`src/rtl/usb_rx_deserializer.sv`:
```
// usb_rx_deserializer: NRZI decode, SYNC hunt, bit destuffing and LSB-first byte assembly
module usb_rx_deserializer #(
  parameter int         DATA_WIDTH   = 8,
  parameter logic [7:0] SYNC_PATTERN = 8'h80,
  parameter int         STUFF_LEN    = 6
) (
  input  logic                  clk,
  input  logic                  RST,
  input  logic                  shift_enable,
  input  logic                  serial_in,
  input  logic                  eop,
  output logic [DATA_WIDTH-1:0] data_out,
  output logic                  data_valid,
  output logic                  sync_found,
  output logic                  busy,
  output logic                  done,
  output logic                  stuff_err,
  output logic                  byte_err
);
  localparam int BW = $clog2(DATA_WIDTH + 1);
  localparam int OW = $clog2(STUFF_LEN + 1);
  localparam logic [BW-1:0] BITS_MAX = BW'(DATA_WIDTH);
  localparam logic [OW-1:0] ONES_MAX = OW'(STUFF_LEN);
  typedef enum logic {HUNT, RECEIVE} state_t;
  state_t                  state_q;
  logic                    line_prev_q;
  logic [7:0]              win_q;
  logic [DATA_WIDTH-1:0]   shreg_q;
  logic [DATA_WIDTH-1:0]   data_out_q;
  logic [BW-1:0]           bit_cnt_q;
  logic [OW-1:0]           ones_cnt_q;
  logic                    data_valid_q;
  logic                    sync_found_q;
  logic                    done_q;
  logic                    stuff_err_q;
  logic                    byte_err_q;
  logic                    dbit;
  logic [7:0]              win_d;
  logic [DATA_WIDTH-1:0]   shreg_d;
  logic [BW-1:0]           bit_cnt_d;
  assign dbit      = serial_in == line_prev_q;
  assign win_d     = {dbit, win_q[7:1]};
  assign shreg_d   = {dbit, shreg_q[DATA_WIDTH-1:1]};
  assign bit_cnt_d = bit_cnt_q + 1'b1;
  assign data_out   = data_out_q;
  assign data_valid = data_valid_q;
  assign sync_found = sync_found_q;
  assign busy       = state_q == RECEIVE;
  assign done       = done_q;
  assign stuff_err  = stuff_err_q;
  assign byte_err   = byte_err_q;
  // Receiver FSM: eop takes priority over a same-cycle strobe, though the line history still advances
  always_ff @(posedge clk) begin
    if (RST) begin
      state_q      <= HUNT;
      line_prev_q  <= 1'b1;
      win_q        <= '0;
      shreg_q      <= '0;
      bit_cnt_q    <= '0;
      ones_cnt_q   <= '0;
      data_out_q   <= '0;
      data_valid_q <= 1'b0;
      sync_found_q <= 1'b0;
      done_q       <= 1'b0;
      stuff_err_q  <= 1'b0;
      byte_err_q   <= 1'b0;
    end else begin
      data_valid_q <= 1'b0;
      sync_found_q <= 1'b0;
      done_q       <= 1'b0;
      stuff_err_q  <= 1'b0;
      byte_err_q   <= 1'b0;
      if (shift_enable) line_prev_q <= serial_in;
      if (state_q == RECEIVE && eop) begin
        done_q     <= 1'b1;
        byte_err_q <= bit_cnt_q != '0;
        state_q    <= HUNT;
        win_q      <= '0;
        bit_cnt_q  <= '0;
        ones_cnt_q <= '0;
      end else if (shift_enable && state_q == HUNT) begin
        win_q <= win_d;
        if (win_d == SYNC_PATTERN) begin
          state_q      <= RECEIVE;
          sync_found_q <= 1'b1;
          ones_cnt_q   <= OW'(1);
          bit_cnt_q    <= '0;
        end
      end else if (shift_enable) begin
        if (ones_cnt_q == ONES_MAX) begin
          ones_cnt_q <= '0;
          if (dbit) begin
            stuff_err_q <= 1'b1;
            state_q     <= HUNT;
            win_q       <= '0;
            bit_cnt_q   <= '0;
          end
        end else begin
          shreg_q    <= shreg_d;
          ones_cnt_q <= dbit ? ones_cnt_q + 1'b1 : '0;
          bit_cnt_q  <= bit_cnt_d == BITS_MAX ? '0 : bit_cnt_d;
          if (bit_cnt_d == BITS_MAX) begin
            data_out_q   <= shreg_d;
            data_valid_q <= 1'b1;
          end
        end
      end
    end
  end
endmodule

```
`config.mk`:
```
export PLATFORM = sky130hd
export DESIGN_NAME = usb_rx_deserializer
export DESIGN_NICKNAME = d
export VERILOG_FILES = /design/src/rtl/usb_rx_deserializer.sv
export SDC_FILE = /design/constraint.sdc
export NUM_CORES = 1
export LEC_CHECK = 0
export ABC_AREA = 1
export CAP_MARGIN = 20
export CORE_MARGIN = 2
export CORE_UTILIZATION = 38
export DETAILED_ROUTE_END_ITERATION = 7
export DONT_BUFFER_PORTS = 1
export MAX_ROUTING_LAYER = met4
export PLACE_DENSITY = 0.5
export SLEW_MARGIN = 0
export SYNTH_ARGS = -nofsm -noshare
export SYNTH_HDL_FRONTEND = slang
export SYNTH_SLANG_ARGS = --single-unit
export TNS_END_PERCENT = 1
```
`constraint.sdc`:
```
create_clock -name clk -period 3.55 [get_ports clk]
set_input_delay 0.8875 -clock clk [delete_from_list [all_inputs] [get_ports clk]]
set_output_delay 0.8875 -clock clk [all_outputs]
set_load 0.02 [all_outputs]
```
Word level (Yosys, flattened, before mapping)
Index checks and enable logic that the tools add are counted.

Logic and storage cells: 66. Input bits: 5. Bits in registers: 38. Output and inout port bits: 14.

Bitwise operators: 5. Equality and inequality tests: 6. $add $sub $neg: 2. Reduce and logical (&&, ||, !) cells: 17. Muxes and demuxes: 24.

Operators by type and width (count): $mux 8 (4); $mux 4 (6); $mux 3 (5); $reduce_or 5->1 (2); $mux 1 (9); $eq 8x8->1 const B (1); $reduce_and 4->1 (2); $reduce_and 3->1 (2); $reduce_bool 2->1 (3); $not 1->1 (5); $reduce_and 5->1 (1); $add 4x1->4 const B (1); $eq 4x4->1 const B (1); $reduce_bool 4->1 (1); $reduce_or 2->1 (2); $add 3x1->3 const B (1); $eq 3x3->1 const B (1); $ne 3x3->1 const B (1); $reduce_or 3->1 (1); $logic_and 1x1->1 (2); $ne 2x1->1 const B (1); $reduce_and 2->1 (1); $eq 1x1->1 (1).

Longest topological paths before layout
Depth after elaboration: 6. Depth in mapped cells: 10. Mapped depth without buffers: 10.

Worst setup path before layout
No wires, ideal clock.

Kind: input-to-reg. Start point: input shift_enable. End point: register data_out_q[7], in the netlist data_out[7]. Path slack: 1.733 ns. Cell stages on the path: 6. Arrival: 1.702 ns. Setup time: 0.115 ns. Required time: 3.435 ns. Path buffers: 1. Path through: buf_4 > nand2_4 > nor3_4 > nand3_2 > nand3_1 > o21ai_2.

Longest elaborated chain between the ends: 3.

RTL lines: from (decl) (line 9) `input logic shift_enable,`; $logic_and 1x1->1 (line 81) `end else if (shift_enable && state_q == HUNT) begin`; $not 1->1 (no line); $reduce_and 5->1 (no line) *; to (signal assigned) (line 103) `data_out_q <= shreg_d;`; to (decl) (line 29) `logic [DATA_WIDTH-1:0] data_out_q;`.

Mark *: on every way between the ends. The rest lies on a longest branch, timed or not. A chain may end at the register's enable or synchronous reset.

Final worst setup path
Start point: register ones_cnt_q[0]. End point: register data_out_q[7], in the netlist data_out[7].

Longest elaborated chain between the ends: 3.

RTL lines: from (decl) (line 31) `logic [OW-1:0] ones_cnt_q;`; from (signal assigned) (line 100) `ones_cnt_q <= dbit ? ones_cnt_q + 1'b1 : '0;`; $eq 3x3->1 (line 90) `if (ones_cnt_q == ONES_MAX) begin`; $not 1->1 (no line); $reduce_and 5->1 (no line).

No other way between the ends.

==> flow_summary.rst <==
.. list-table::
   :header-rows: 1

   * - Metric
     - Value
   * - Drt pass-1 iters
     - 4
   * - Final hold viol count
     - 0
   * - Via-per-instance ratio
     - 4.925
   * - Category of the most critical setup path
     - reg -> reg
   * - Clock tree root buffer cell
     - sky130_fd_sc_hd__clkbuf_8
   * - Final max-slew violation count
     - 0
   * - Most frequent standard cell in the layout excluding fill and tap cells
     - sky130_fd_sc_hd__nand2_1
   * - H-Tree Depth
     - 2
   * - Per-cell routed wire length
     - ~12 um
   * - Weighted congestion at the end of routability-driven global placement
     - 0.7838
   * - Final critical-path setup slack
     - 1.745 ns
   * - Actual transition at the worst max-transition pin
     - around 0.45 ns
   * - Worst R2R End
     - data_out[7]
   * - Top library cells by usage in the layout, fill and taps aside
     - sky130_fd_sc_hd__nand2_1 (52), sky130_fd_sc_hd__dfxtp_1 (36), sky130_fd_sc_hd__nor2_1 (30), sky130_fd_sc_hd__inv_1 (24), sky130_fd_sc_hd__a21oi_1 (14)
   * - Lkg Pwr
     - 0.7979 nW
   * - Synthesized area
     - roughly 0.0016 mm2
   * - Depth of the worst register-to-register path
     - 8
   * - CP arrival
     - ~2 ns
   * - Number of hold buffers added after CTS
     - 0
   * - Std-Cell Core Area
     - 0.004000 mm2
   * - Worst clock skew
     - 0.005237 ns
   * - Number of nets in the layout
     - between 200 and 250
   * - Number of rows in the core area
     - 23
   * - Total via count after detailed routing
     - between 1000 and 1500
   * - Reg2reg setup slack
     - approximately 1.7 ns
   * - Part of the cycle the worst path needs
     - 0.5083
   * - Minimum period implied by the final worst setup slack
     - about 1.8 ns
   * - Total Routing Usage GR
     - 0.1598
   * - Inserted Clock Buffers
     - 5
   * - Die boundary width
     - slightly below 70 um
   * - Capture endpoint of the worst hold path
     - data_out[0]
   * - Buffers on Ports
     - 0
   * - Endpoint required time on the critical path
     - approximately 3.7 ns
   * - Avg Inst Size Synth
     - 7.484 um2
   * - Number of nets with antenna violations after routing
     - 0
   * - Area share of the largest cell type after synthesis
     - 0.4543
   * - Post-synthesis register bit count
     - 36
   * - Maximum count of clock buffers along a single path
     - 2
   * - HP Class
     - reg -> reg
   * - Gate count after technology mapping
     - between 200 and 250
   * - Warnings, synthesis
     - 0
   * - Dominant cells by area after synthesis
     - sky130_fd_sc_hd__dfxtp_1 (45%), sky130_fd_sc_hd__nand2_1 (12%), sky130_fd_sc_hd__nor2_1 (7.1%)
   * - Final setup TNS
     - 0 ns
   * - Final setup violating endpoints
     - 0
   * - Number of placed I/O pins
     - 19
   * - Peak Freq
     - 554.1 MHz
   * - Source of the worst register-to-register timing path
     - ones_cnt_q[0]
   * - Portion of the post-synthesis area used by sequential elements
     - 0.4543
   * - Layout cells sized above 1
     - 0.09174
   * - Worst Setup End Kind
     - register
   * - Initial cell density of the core
     - 0.3966
   * - Total routed wirelength
     - 3.138 mm
   * - CP Launch Type
     - register
   * - Vias in the first global route
     - 1183
   * - Maximum fanout along the worst path
     - 10
   * - Worst voltage drop across the vdd grid
     - 0.0003013 V
   * - Clock latency at the later pin of the worst-skew pair
     - between 0.2 and 0.3 ns
   * - Synth Net Count
     - roughly 220
   * - TritonCTS clock tree
     - built
   * - Dominant cell type by area after synthesis
     - sky130_fd_sc_hd__dfxtp_1
   * - Launch point of the worst hold path
     - shreg_q[1]
   * - Die area
     - approximately 0.0047 mm2
   * - Total clock sinks
     - 36
   * - Synth cell types
     - 24
   * - Area growth from synthesis to final layout
     - 10.02%
   * - First-pass GRT wire length
     - approximately 5.3 mm
   * - Post-route DRC
     - 0
   * - Hpwl dp
     - approximately 2.3 mm
   * - # Post-CTS Setup Buffers
     - 0
   * - Initial antenna violation count
     - 0
   * - Floorplan die height
     - roughly 69 um
   * - Quantity of gates resized following cts
     - 0
   * - Clk pin slew, worst setup/hold paths
     - around 0.07 ns
   * - Instance count along the most critical hold path
     - 2
   * - Iteration-0 DRC Markers
     - 46
   * - ANT cells
     - 0
   * - Number of max-cap violations
     - 0
   * - Power density normalized to cell area
     - 508.0 mW/mm2
   * - RSZ-0062 raised after global routing
     - no
   * - Outcome
     - completed
   * - Pin count of the biggest net entering global routing
     - 14
   * - Sum of overflow across all layers after global routing
     - 0
   * - Worst relative slew slack
     - 0.6989
   * - Worst slack at placement
     - about 1.6 ns
-- worst max-delay path, stage by stage, from the launching register on --
cell and delay (ns):
sky130_fd_sc_hd__dfxtp_1 0.36, sky130_fd_sc_hd__inv_1 0.07, sky130_fd_sc_hd__ha_1 0.22, sky130_fd_sc_hd__nand2_4 0.12, sky130_fd_sc_hd__nand2_4 0.06, sky130_fd_sc_hd__nor3_4 0.36, sky130_fd_sc_hd__nand3_2 0.29, sky130_fd_sc_hd__nand3_1 0.16
sky130_fd_sc_hd__o21ai_2 0.06
-- power breakdown --
group          internal (mW)  switching (mW)
clock                  0.208           0.137
sequential             0.422          0.0202
combinational         0.0326          0.0666
total                  0.663           0.224
-- Yosys cell counts, drive strengths merged --
library cell / count
nand2: 57
dfxtp: 36
nor2: 32
inv: 27
a21oi: 14
nand3: 14
o21ai: 12
ha: 5
o32ai: 5
nand4: 3
nor3: 3
a31oi: 1
buf: 1
clkbuf: 1
clkinv: 1
-- flip-flops by register name, indices dropped and copies added, names as in the netlist --
| signal | flops |
|---|---|
| byte_err | 1 |
| stuff_err | 1 |
| busy | 1 |
| sync_found | 1 |
| line_prev_q | 1 |
| data_valid | 1 |
| done | 1 |
| win_q | 7 |
| ones_cnt_q | 3 |
| shreg_q | 7 |
| bit_cnt_q | 4 |
| data_out | 8 |
-- routing by layer --
metal	global-route usage	vias to the layer above	wire length, um
met4	0.06750	0	13
met1	0.2044	597	1621
met2	0.2296	27	1369
met5	-	-	0
met3	0.05357	2	133
li1	-	694	-
-- per-stage QoR --
stage	std cells	total power, mW	instance area [um2]	util	hold slack, ns
floorplan	212	0.5319	1587	-	0.4358
global placement	260	0.5508	1638	0.4094	0.4456
detailed placement	260	0.5507	1638	0.4094	0.4548
CTS	268	0.9003	1745	0.4363	0.4661
global route	268	0.9333	1745	0.4363	0.4904
finish	268	0.8867	1745	0.4363	0.4624
-- final cells by class --
| type | count | area [um2] |
|---|---|---|
| Clock buffer | 6 | 72.57 |
| Clock inverter | 2 | 35.03 |
| Fill cell | 399 | 2255 |
| Inverter | 28 | 107.6 |
| Multi-Input combinational cell | 146 | 747.0 |
| Sequential cell | 36 | 720.7 |
| Tap cell | 50 | 62.56 |
-- kinds of logic after synthesis --
kind of cell    Yosys count  share of synthesized area
compound gates           32                     0.1159
fa+ha+maj                 5                    0.03943
buf+inv                  30                    0.07492
flops                    36                     0.4543
simple gates            109                     0.3155
-- worst max path at each step --
stage                        startpoint           to  slack, ns  cells past startpoint
after floorplan            shift_enable  data_out[7]       1.73                      6
after global placement     shift_enable  data_out[7]       1.63                      5
after detailed placement   shift_enable  data_out[7]       1.59                      5
after CTS                 ones_cnt_q[0]  data_out[7]       1.69                      8
after global routing      ones_cnt_q[0]  data_out[7]       1.58                      8
final                     ones_cnt_q[0]  data_out[7]       1.75                      8
Note: power is estimated with default switching activity, not from simulation.
